`src/rtl/fetch_defs.sv`:
```
// Shared fetch-path types and constants.
// Buffer depth is 2 when RVSV_FETCH_BUF2_EN is defined, otherwise 1.
package fetch_defs;
  localparam int FETCH_XLEN = 32;
  localparam int FETCH_ILEN = 32;
  localparam logic [FETCH_ILEN-1:0] NOP_INST = 32'h0000_0013;
`ifdef RVSV_FETCH_BUF2_EN
  localparam int DEPTH = 2;
`else
  localparam int DEPTH = 1;
`endif
  // Storage always has two slots; with DEPTH = 1 only slot 0 is ever addressed.
  localparam int SLOTS = 2;
  localparam int CNT_W = 2;

  typedef logic [0:0]       ptr_t;
  typedef logic [CNT_W-1:0] cnt_t;

  typedef struct packed {
    logic [FETCH_XLEN-1:0] pc;
    logic [FETCH_ILEN-1:0] inst;
    logic                  filled;
  } buf_entry_t;

  function automatic ptr_t ptr_inc(input ptr_t p);
    ptr_t nxt;
    if (p == ptr_t'(DEPTH - 1)) nxt = 1'b0;
    else nxt = p + 1'b1;
    return nxt;
  endfunction
endpackage

```
`src/rtl/inst_buffer.sv`:
```
// Reservation FIFO between instruction memory and decode: entries are reserved
// at request accept, filled in order by responses and dequeued from the head.
module inst_buffer
  import fetch_defs::*;
(
  input  logic                  clk,
  input  logic                  rst,
  input  logic                  flush,
  input  logic                  reserve_en,
  input  logic [FETCH_XLEN-1:0] reserve_pc,
  input  logic                  fill_en,
  input  logic [FETCH_ILEN-1:0] fill_inst,
  input  logic                  deq_en,
  output logic                  head_valid,
  output logic [FETCH_XLEN-1:0] head_pc,
  output logic [FETCH_ILEN-1:0] head_inst,
  output logic [CNT_W-1:0]      count,
  output logic [CNT_W-1:0]      unfilled
);
  buf_entry_t entries_r [SLOTS];
  ptr_t       head_r;
  ptr_t       tail_r;
  ptr_t       fill_r;
  cnt_t       count_r;
  cnt_t       unfilled_r;

  // Entry storage plus head/tail/fill pointers and occupancy counters.
  always_ff @(posedge clk) begin
    if (rst) begin
      for (int i = 0; i < SLOTS; i++) begin
        entries_r[i] <= '{pc: '0, inst: NOP_INST, filled: 1'b0};
      end
      head_r     <= 1'b0;
      tail_r     <= 1'b0;
      fill_r     <= 1'b0;
      count_r    <= 2'd0;
      unfilled_r <= 2'd0;
    end else if (flush) begin
      for (int i = 0; i < SLOTS; i++) begin
        entries_r[i].filled <= 1'b0;
      end
      head_r     <= 1'b0;
      tail_r     <= 1'b0;
      fill_r     <= 1'b0;
      count_r    <= 2'd0;
      unfilled_r <= 2'd0;
    end else begin
      if (deq_en) begin
        entries_r[head_r].filled <= 1'b0;
        head_r <= ptr_inc(head_r);
      end
      if (fill_en) begin
        entries_r[fill_r].inst   <= fill_inst;
        entries_r[fill_r].filled <= 1'b1;
        fill_r <= ptr_inc(fill_r);
      end
      // A full buffer may reserve the slot being dequeued this cycle; this write wins.
      if (reserve_en) begin
        entries_r[tail_r].pc     <= reserve_pc;
        entries_r[tail_r].filled <= 1'b0;
        tail_r <= ptr_inc(tail_r);
      end
      count_r    <= count_r + cnt_t'(reserve_en) - cnt_t'(deq_en);
      unfilled_r <= unfilled_r + cnt_t'(reserve_en) - cnt_t'(fill_en);
    end
  end

  assign head_valid = entries_r[head_r].filled;
  assign head_pc    = entries_r[head_r].pc;
  assign head_inst  = entries_r[head_r].inst;
  assign count      = count_r;
  assign unfilled   = unfilled_r;
endmodule

```
`src/rtl/inst_fetch_unit.sv`:
```
// Program counter, fetch-request issue and redirect handling in front of decode.
// Define RVSV_FETCH_BUF2_EN for a two-entry buffer with two requests in flight.
module inst_fetch_unit
  import fetch_defs::*;
#(
  parameter int              XLEN     = FETCH_XLEN,
  parameter int              ILEN     = FETCH_ILEN,
  parameter logic [XLEN-1:0] RESET_PC = '0
) (
  input  logic            clk,
  input  logic            rst,
  output logic            imem_req_valid,
  input  logic            imem_req_ready,
  output logic [XLEN-1:0] imem_req_addr,
  input  logic            imem_rsp_valid,
  input  logic [ILEN-1:0] imem_rsp_data,
  input  logic            redirect_valid,
  input  logic [XLEN-1:0] redirect_pc,
  output logic            inst_valid,
  input  logic            inst_ready,
  output logic [ILEN-1:0] inst,
  output logic [XLEN-1:0] inst_pc
);
  localparam logic [XLEN-1:0] PC_STEP = XLEN'(3'd4);

  logic [XLEN-1:0] pc_r;
  cnt_t            drop_r;
  cnt_t            drop_nxt_s;
  cnt_t            count_s;
  cnt_t            unfilled_s;
  logic            deq_s;
  logic            accept_s;
  logic            fill_s;
  logic [2:0]      room_s;
  logic [2:0]      used_s;
  logic            redirect_lsb_unused_s;

  assign redirect_lsb_unused_s = ^redirect_pc[1:0];

  assign deq_s  = inst_valid && inst_ready;
  // A same-cycle dequeue frees its slot for the request issued in that cycle.
  assign room_s = 3'(DEPTH) + {2'b00, deq_s};
  assign used_s = {1'b0, count_s} + {1'b0, drop_r};

  // Request issue: blocked in reset and redirect cycles, otherwise needs a free slot.
  always_comb begin
    imem_req_valid = 1'b0;
    if (!rst && !redirect_valid && (room_s > used_s)) imem_req_valid = 1'b1;
    else imem_req_valid = 1'b0;
  end

  assign imem_req_addr = pc_r;
  assign accept_s      = imem_req_valid && imem_req_ready;
  assign fill_s        = imem_rsp_valid && (drop_r == 2'd0) && !redirect_valid;

  // Responses still owed to requests issued before the most recent redirect.
  always_comb begin
    drop_nxt_s = drop_r;
    if (redirect_valid) drop_nxt_s = drop_r + unfilled_s - cnt_t'(imem_rsp_valid);
    else if (imem_rsp_valid && (drop_r != 2'd0)) drop_nxt_s = drop_r - 2'd1;
    else drop_nxt_s = drop_r;
  end

  // PC and drop counter.
  always_ff @(posedge clk) begin
    if (rst) begin
      pc_r   <= RESET_PC;
      drop_r <= 2'd0;
    end else begin
      drop_r <= drop_nxt_s;
      if (redirect_valid) pc_r <= {redirect_pc[XLEN-1:2], 2'b00};
      else if (accept_s) pc_r <= pc_r + PC_STEP;
      else pc_r <= pc_r;
    end
  end

  inst_buffer u_buf (
    .clk       (clk),
    .rst       (rst),
    .flush     (redirect_valid),
    .reserve_en(accept_s),
    .reserve_pc(pc_r),
    .fill_en   (fill_s),
    .fill_inst (imem_rsp_data),
    .deq_en    (deq_s),
    .head_valid(inst_valid),
    .head_pc   (inst_pc),
    .head_inst (inst),
    .count     (count_s),
    .unfilled  (unfilled_s)
  );
endmodule

```
`config.mk`:
```
export PLATFORM = sky130hd
export DESIGN_NAME = inst_fetch_unit
export DESIGN_NICKNAME = d
export VERILOG_FILES = /design/src/rtl/fetch_defs.sv /design/src/rtl/inst_buffer.sv /design/src/rtl/inst_fetch_unit.sv
export SDC_FILE = /design/constraint.sdc
export NUM_CORES = 1
export LEC_CHECK = 0
export BUFFER_PORTS_ARGS = -buffer_cell sky130_fd_sc_hd__buf_2
export CAP_MARGIN = 10
export CORE_ASPECT_RATIO = 1.75
export CORE_MARGIN = 4
export CORE_UTILIZATION = 53
export CTS_CLUSTER_SIZE = 24
export DETAILED_ROUTE_END_ITERATION = 8
export PLACE_DENSITY = 0.85
export SYNTH_ARGS = -nofsm -noshare
export SYNTH_HDL_FRONTEND = slang
export SYNTH_SLANG_ARGS = --single-unit
```
`constraint.sdc`:
```
create_clock -name clk -period 6.65 [get_ports clk]
set_input_delay 1.995 -clock clk [delete_from_list [all_inputs] [get_ports clk]]
set_output_delay 1.995 -clock clk [all_outputs]
set_load 0.05 [all_outputs]
```
==> results.tsv, run 1 <==
metric	value	unit
p_int	1.07	mW
rsz0062_at_grt	no	
final_area	5690	um2
dr.pass1.iters	4	
met3_wirelength	825	um
ant_nets	0	
die_area	10100	um2
grt_pass1_wl	18.2	mm
clk_latency	0.34	ns
wl_met2	6.26	mm
ff2ff_setup_slack	3.00	ns
grt_pass1_vias	3761	
cts_tree	done	
rr_endpoint	u_buf.entries_r[0][39]	
p_per_area	273	nW/um2
synth_area	4520	um2
min_path_type	reg -> reg	
finalCriticalPeriod	5.34	ns
finalPower	1.55	mW
swShare	0.312	
via_per_inst	5.40	
highest_layer	met4	
power.leakage	2.50	nW
synthTopCellsByArea	edfxtp_1, dfxtp_1, and2_1, ha_1, nor2_1	
clockBufferDepth	2	
tns	0	ns
coreArea	8310	um2
ys.flop_type	edfxtp_1	
drtIter0Drc	219	
finalSetupViolations	0	
r2r_start	drop_r[0]	
switchingPower	485	uW
whs	0.477	ns
wl_met1	4.14	mm
tightest_slew	0.922	ns
die_w	77.8	um
critPathLaunchType	primary input	
worstPathArrival	3.35	ns
pin_count	168	
syn_area_per_cell	11.1	um2
final_layout_size_suffix_gt1_frac	0.338	
grt_max_degree	47	
hold_buffers	0	
multi_input_area	1760	um2
area_growth_syn_to_layout	26.0	%
dpl.hpwl	8.29	mm
yosysSeqAreaShare	0.576	
hold_viol	0	
clk_transition_reported_paths	0.06	ns
cp-startpoint	inst_ready	
cts_buffers	9	
vias	3685	
async_flop_share	0	
postPlaceCellArea	5400	um2
status	completed	
seq_area	2600	um2
synth_edf_count	62	
place_ws	1.32	ns
grt_usage	0.232	
antenna_found_initial	0	
post_cts_buffers	0	
yosysUniqueCellTypes	54	
clock_tree.root_cell	clkbuf_16	
fin_nets	645	
maxCapViolations	0	
critical_path_required	4.66	ns
p_clk_frac	0.323	
final_cell_count_no_fill	683	
worstSetupPathType	in -> out	
n_fill_cell	627	
power_frac_comb	0.208	
initial_core_util	0.543	
slew_viol_final	0	
remaining_drc_errors	0	
setup_slack	1.31	ns
worstRegToRegCells	10	
fin_skew	0.00903	ns
cp-end-kind	primary output	
place.gp.congestion	0.774	
crit_fanout	3	
rows	44	
numClockSinks	99	
placed_cells	667	
cp-endpoint	imem_req_valid	
finalCritPeriodShare	0.803	
p_seq_frac	0.470	
final_core_util	0.684	
port_buffers	161	
wl_per_cell	16.9	um
die_h	130	um
ir_drop	0.000144	V
cts_resized	0	
synthCells	407	
gr-total-overflow	0	
slew_headroom	0.385	
antenna_cells	0	
ys_seq_elements	99	
synth_warnings	0	
yosysTopAreaCell	edfxtp_1	
wirelength	11.5	mm
cts_max_level	3	
yosys.area.top_type_share	0.412	
fmax	0.187	GHz
-- kinds of logic after synthesis --
kind of cell / Yosys count / synth area share
buf+inv: 39 / 0.0371
mux: 4 / 0.00942
compound gates: 50 / 0.0770
other cells: 1 / 0.000830
simple gates: 183 / 0.227
flops: 99 / 0.576
fa+ha+maj: 12 / 0.0349
xor+xnor: 19 / 0.0369
-- power by group through the flow --
stage | clock [mW] | sequential, mW | combinational [mW]
2_1_floorplan | 0 | 0.884 | 0.0951
3_3_place_gp | 0 | 0.740 | 0.315
3_5_place_dp | 0 | 0.743 | 0.322
4_1_cts | 0.510 | 0.730 | 0.324
5_1_grt | 0.540 | 0.735 | 0.343
6_report | 0.501 | 0.730 | 0.323
-- cell usage in the layout, fill, tap and decap left out, drive strengths merged, types with 3 or more instances in the layout --
master,netlist,routed
xor2,9,9
xnor2,10,10
nor3,9,9
nand4,10,10
nor4,3,3
inv,16,16
conb,1,4
a31oi,5,5
nand3,15,15
o211ai,4,4
ha,11,11
a21oi,13,13
edfxtp,62,62
nor2,32,32
and3,5,5
buf,8,165
o21ai,4,4
clkinv,0,3
nand2,28,28
or3,12,12
a211oi,10,10
and2,61,61
clkbuf,15,10
dfxtp,37,37
a311oi,3,3
-- metal layers --
metal,up-vias,GRT usage
met3,23,0.0566
li1,1746,-
met5,-,0
met1,1746,0.246
met4,0,0.115
met2,170,0.424
-- cells in the mapped netlist, drive strengths merged (2+ instances only) --
cell type	instances
nand4	10
edfxtp	62
o211ai	4
xor2	9
nor3	9
mux2i	2
or3	12
nand3	15
a211oi	10
mux2	2
and2	61
a31oi	5
xnor2	10
o21ai	4
nand2	28
and3	5
nor2	32
a311oi	3
nor2b	2
ha	11
dfxtp	37
o31a	2
inv	16
clkbuf	15
nor4	3
a21oi	13
buf	8
-- critical path, stage by stage --
cell and delay (ns):
buf_2 0.10, and2_1 0.18, ha_1 0.29, a21oi_1 0.22, o21ai_0 0.12, nor3_1 0.14
buf_2 0.30
-- worst min-delay path by stage --
stage | from | cells past startpoint | to
3_3_place_gp | u_buf.entries_r[0][0] | 2 | u_buf.entries_r[0][0]
3_5_place_dp | u_buf.entries_r[0][0] | 2 | u_buf.entries_r[0][0]
6_report | u_buf.entries_r[0][0] | 2 | u_buf.entries_r[0][0]
2_1_floorplan | drop_r[0] | 4 | drop_r[0]
4_1_cts | u_buf.entries_r[0][0] | 2 | u_buf.entries_r[0][0]
5_1_grt | u_buf.entries_r[0][0] | 2 | u_buf.entries_r[0][0]
-- sequential cells by signal, summed over array words and instances, names as in the netlist --
signal           cells
imem_req_addr       30
drop_r               2
u_buf.entries_r     63
u_buf.count          2
u_buf.unfilled       2
-- area by class of cell --
class | count | area share
Sequential cell | 99 | 0.458
Clock buffer | 10 | 0.0403
Clock inverter | 6 | 0.0101
Tap cell | 115 | 0.0253
Inverter | 16 | 0.0106
Multi-Input combinational cell | 272 | 0.309
Timing Repair Buffer | 165 | 0.147
(Power assumes the default switching activity.)
==> run 2, diff against run 1 <==
--- a/config.mk
+++ b/config.mk
@@ -9,10 +9,10 @@
 export CAP_MARGIN = 10
 export CORE_ASPECT_RATIO = 1.75
 export CORE_MARGIN = 4
-export CORE_UTILIZATION = 53
+export CORE_UTILIZATION = 45
 export CTS_CLUSTER_SIZE = 24
 export DETAILED_ROUTE_END_ITERATION = 8
-export PLACE_DENSITY = 0.85
+export PLACE_DENSITY = 0.77
 export SYNTH_ARGS = -nofsm -noshare
 export SYNTH_HDL_FRONTEND = slang
 export SYNTH_SLANG_ARGS = --single-unit
==> constraint.sdc (replaced) <==
create_clock -name clk -period 4.9 [get_ports clk]
set_input_delay 1.47 -clock clk [delete_from_list [all_inputs] [get_ports clk]]
set_output_delay 1.47 -clock clk [all_outputs]
set_load 0.05 [all_outputs]
==> run 2 against run 1 <==
Against the previous run: cell count rose by 1.9%; count of clock-buffer cells in the layout fell by 1; hold slack improved by 0.0020 ns; non-clock buffer count rose by 3; sequential power rose by 36%; sequential share of layout area fell by 0.36 points.
==> results.tsv, run 2 (synthesized netlist as in run 1, its figures left out) <==
metric	value	unit	change
status	completed		
max_stage_delay	0.31	ns	about the same
cts_resized	0		unchanged
maxCapViolations	0		unchanged
dr.pass1.iters	4		unchanged
cts_tree	done		
finalCriticalPeriod	4.29	ns	
area_growth_syn_to_layout	27.0	%	
final_area	5730	um2	+0.79%
hold_buffers	0		unchanged
fin_nets	648		+0.47%
die_area	11800	um2	+16%
antenna_found_initial	0		unchanged
critPathLaunchType	primary input		
r2r_start	drop_r[0]		
clk_transition_reported_paths	0.06	ns	about the same
cts_buffers	9		unchanged
final_common_cell	buf_2		
fmax	0.233	GHz	
place_ws	0.625	ns	-0.694 ns
slew_viol_final	0		unchanged
rsz0062_at_grt	no		
largest-register	u_buf.entries_r		
p_clk_frac	0.330		+0.007
cp-end-kind	primary output		
pin_count	168		unchanged
power_frac_comb	0.205		-0.003
final_layout_size_suffix_gt1_frac	0.343		+0.00523
die_h	141	um	+8.0%
cpMostUsedCell	buf_2		
final_cell_count_no_fill	696		+1.9%
grt_usage	0.197		-0.0351
coreArea	9850	um2	+18%
place.gp.congestion	0.787		+1.6%
fin_skew	0.00653	ns	-0.00251 ns
clk_latency	0.34	ns	about the same
rows	48		+9.1%
tns	0	ns	unchanged
gr-total-overflow	0		unchanged
worstSetupPathType	in -> out		
grt_max_degree	41		-13%
die_w	83.7	um	+7.7%
power.leakage	2.52	nW	+0.69%
cts_max_level	3		unchanged
p_per_area	372	nW/um2	+36%
hold_viol	0		unchanged
remaining_drc_errors	0		unchanged
finalSetupViolations	0		unchanged
setup_slack	0.606	ns	-0.703 ns
via_per_inst	5.26		-2.5%
crit_fanout	3		unchanged
grt_pass1_wl	18.3	mm	+0.61%
crit_chain	buf_2 > and2_1 > ha_1 > a21oi_1 > o21ai_0 > nor3_1 > buf_2		
slew_headroom	0.628		+0.243
worstPathArrival	2.82	ns	-0.53 ns
cp-startpoint	inst_ready		
p_seq_frac	0.464		-0.006
ant_nets	0		unchanged
placed_cells	680		+1.9%
dpl.hpwl	8.56	mm	+3.2%
finalPower	2.13	mW	+37%
clock_tree.root_cell	clkbuf_16		
port_buffers	161		unchanged
grt_pass1_vias	3605		-4.1%
swShare	0.316		+0.00431
numClockSinks	99		unchanged
clockBufferDepth	2		unchanged
post_cts_buffers	0		unchanged
ff2ff_setup_slack	1.70	ns	-1.30 ns
mostFrequentLayoutCells	buf_2, edfxtp_1, and2_1, dfxtp_1, nor2_1		
tightest_slew	0.558	ns	-0.364 ns
p_int	1.46	mW	+36%
finalCritPeriodShare	0.876		
switchingPower	674	uW	+39%
cp-endpoint	imem_req_valid		
largest_reg_flops	63		unchanged
worstRegToRegCells	11		+1
antenna_cells	0		unchanged
drtIter0Drc	155		-29%
wirelength	11.7	mm	+1.1%
initial_core_util	0.458		-0.0847
ir_drop	0.000202	V	+40%
crit_slowest_cell	ha_1		
min_path_type	reg -> reg		
vias	3663		-0.60%
wl_per_cell	16.8	um	-0.76%
critical_path_required	3.43	ns	-1.23 ns
rr_endpoint	imem_req_addr[30]		
postPlaceCellArea	5430	um2	+0.65%
-- run 2: layout make-up --
cell class,instances,area [um2]
tap,125,156
inverter,16,60.1
clock inverter,7,73.8
sequential,99,2600
multi-input combinational,272,1760
clock buffer,9,225
timing repair buffer,168,858
fill,878,4120
-- run 2: layer usage --
layer | global-route usage | up-vias | share of wire
met5 | 0 | - | 0
met4 | 0.0771 | 0 | 0.024
met3 | 0.0377 | 20 | 0.057
met2 | 0.369 | 127 | 0.55
met1 | 0.214 | 1761 | 0.37
li1 | - | 1755 | -
-- run 2: stage by stage --
step                 util  hold WS [ns]
floorplan               -         0.607
global placement    0.552         0.470
detailed placement  0.552         0.459
CTS                 0.582         0.478
global route        0.582         0.521
finish              0.582         0.479
-- run 2: worst min path at each step --
stage / from / slack, ns / to / depth (start not counted)
detailed placement: u_buf.entries_r[0][0] / 0.46 / u_buf.entries_r[0][0] / 2
floorplan: drop_r[0] / 0.61 / drop_r[0] / 4
CTS: u_buf.entries_r[0][0] / 0.48 / u_buf.entries_r[0][0] / 2
finish: u_buf.entries_r[0][0] / 0.48 / u_buf.entries_r[0][0] / 2
global placement: u_buf.entries_r[0][0] / 0.47 / u_buf.entries_r[0][0] / 2
global route: u_buf.entries_r[0][0] / 0.52 / u_buf.entries_r[0][0] / 2
-- run 2: power groups by stage --
stage | Clock [mW] | Sequential [mW] | Combinational (mW)
after floorplan | 0 | 1.20 | 0.129
after global placement | 0 | 1.01 | 0.430
after detailed placement | 0 | 1.01 | 0.439
after CTS | 0.719 | 0.991 | 0.441
after global routing | 0.756 | 0.998 | 0.465
final | 0.705 | 0.991 | 0.438
-- run 2: worst max-delay path: cells and delay by family --
family	cells	cell delay (ns)
buffers and inverters	2	0.39
adders and majority gates	1	0.31
and+or+nand+nor	2	0.33
AOI/OAI and AO/OA	2	0.32
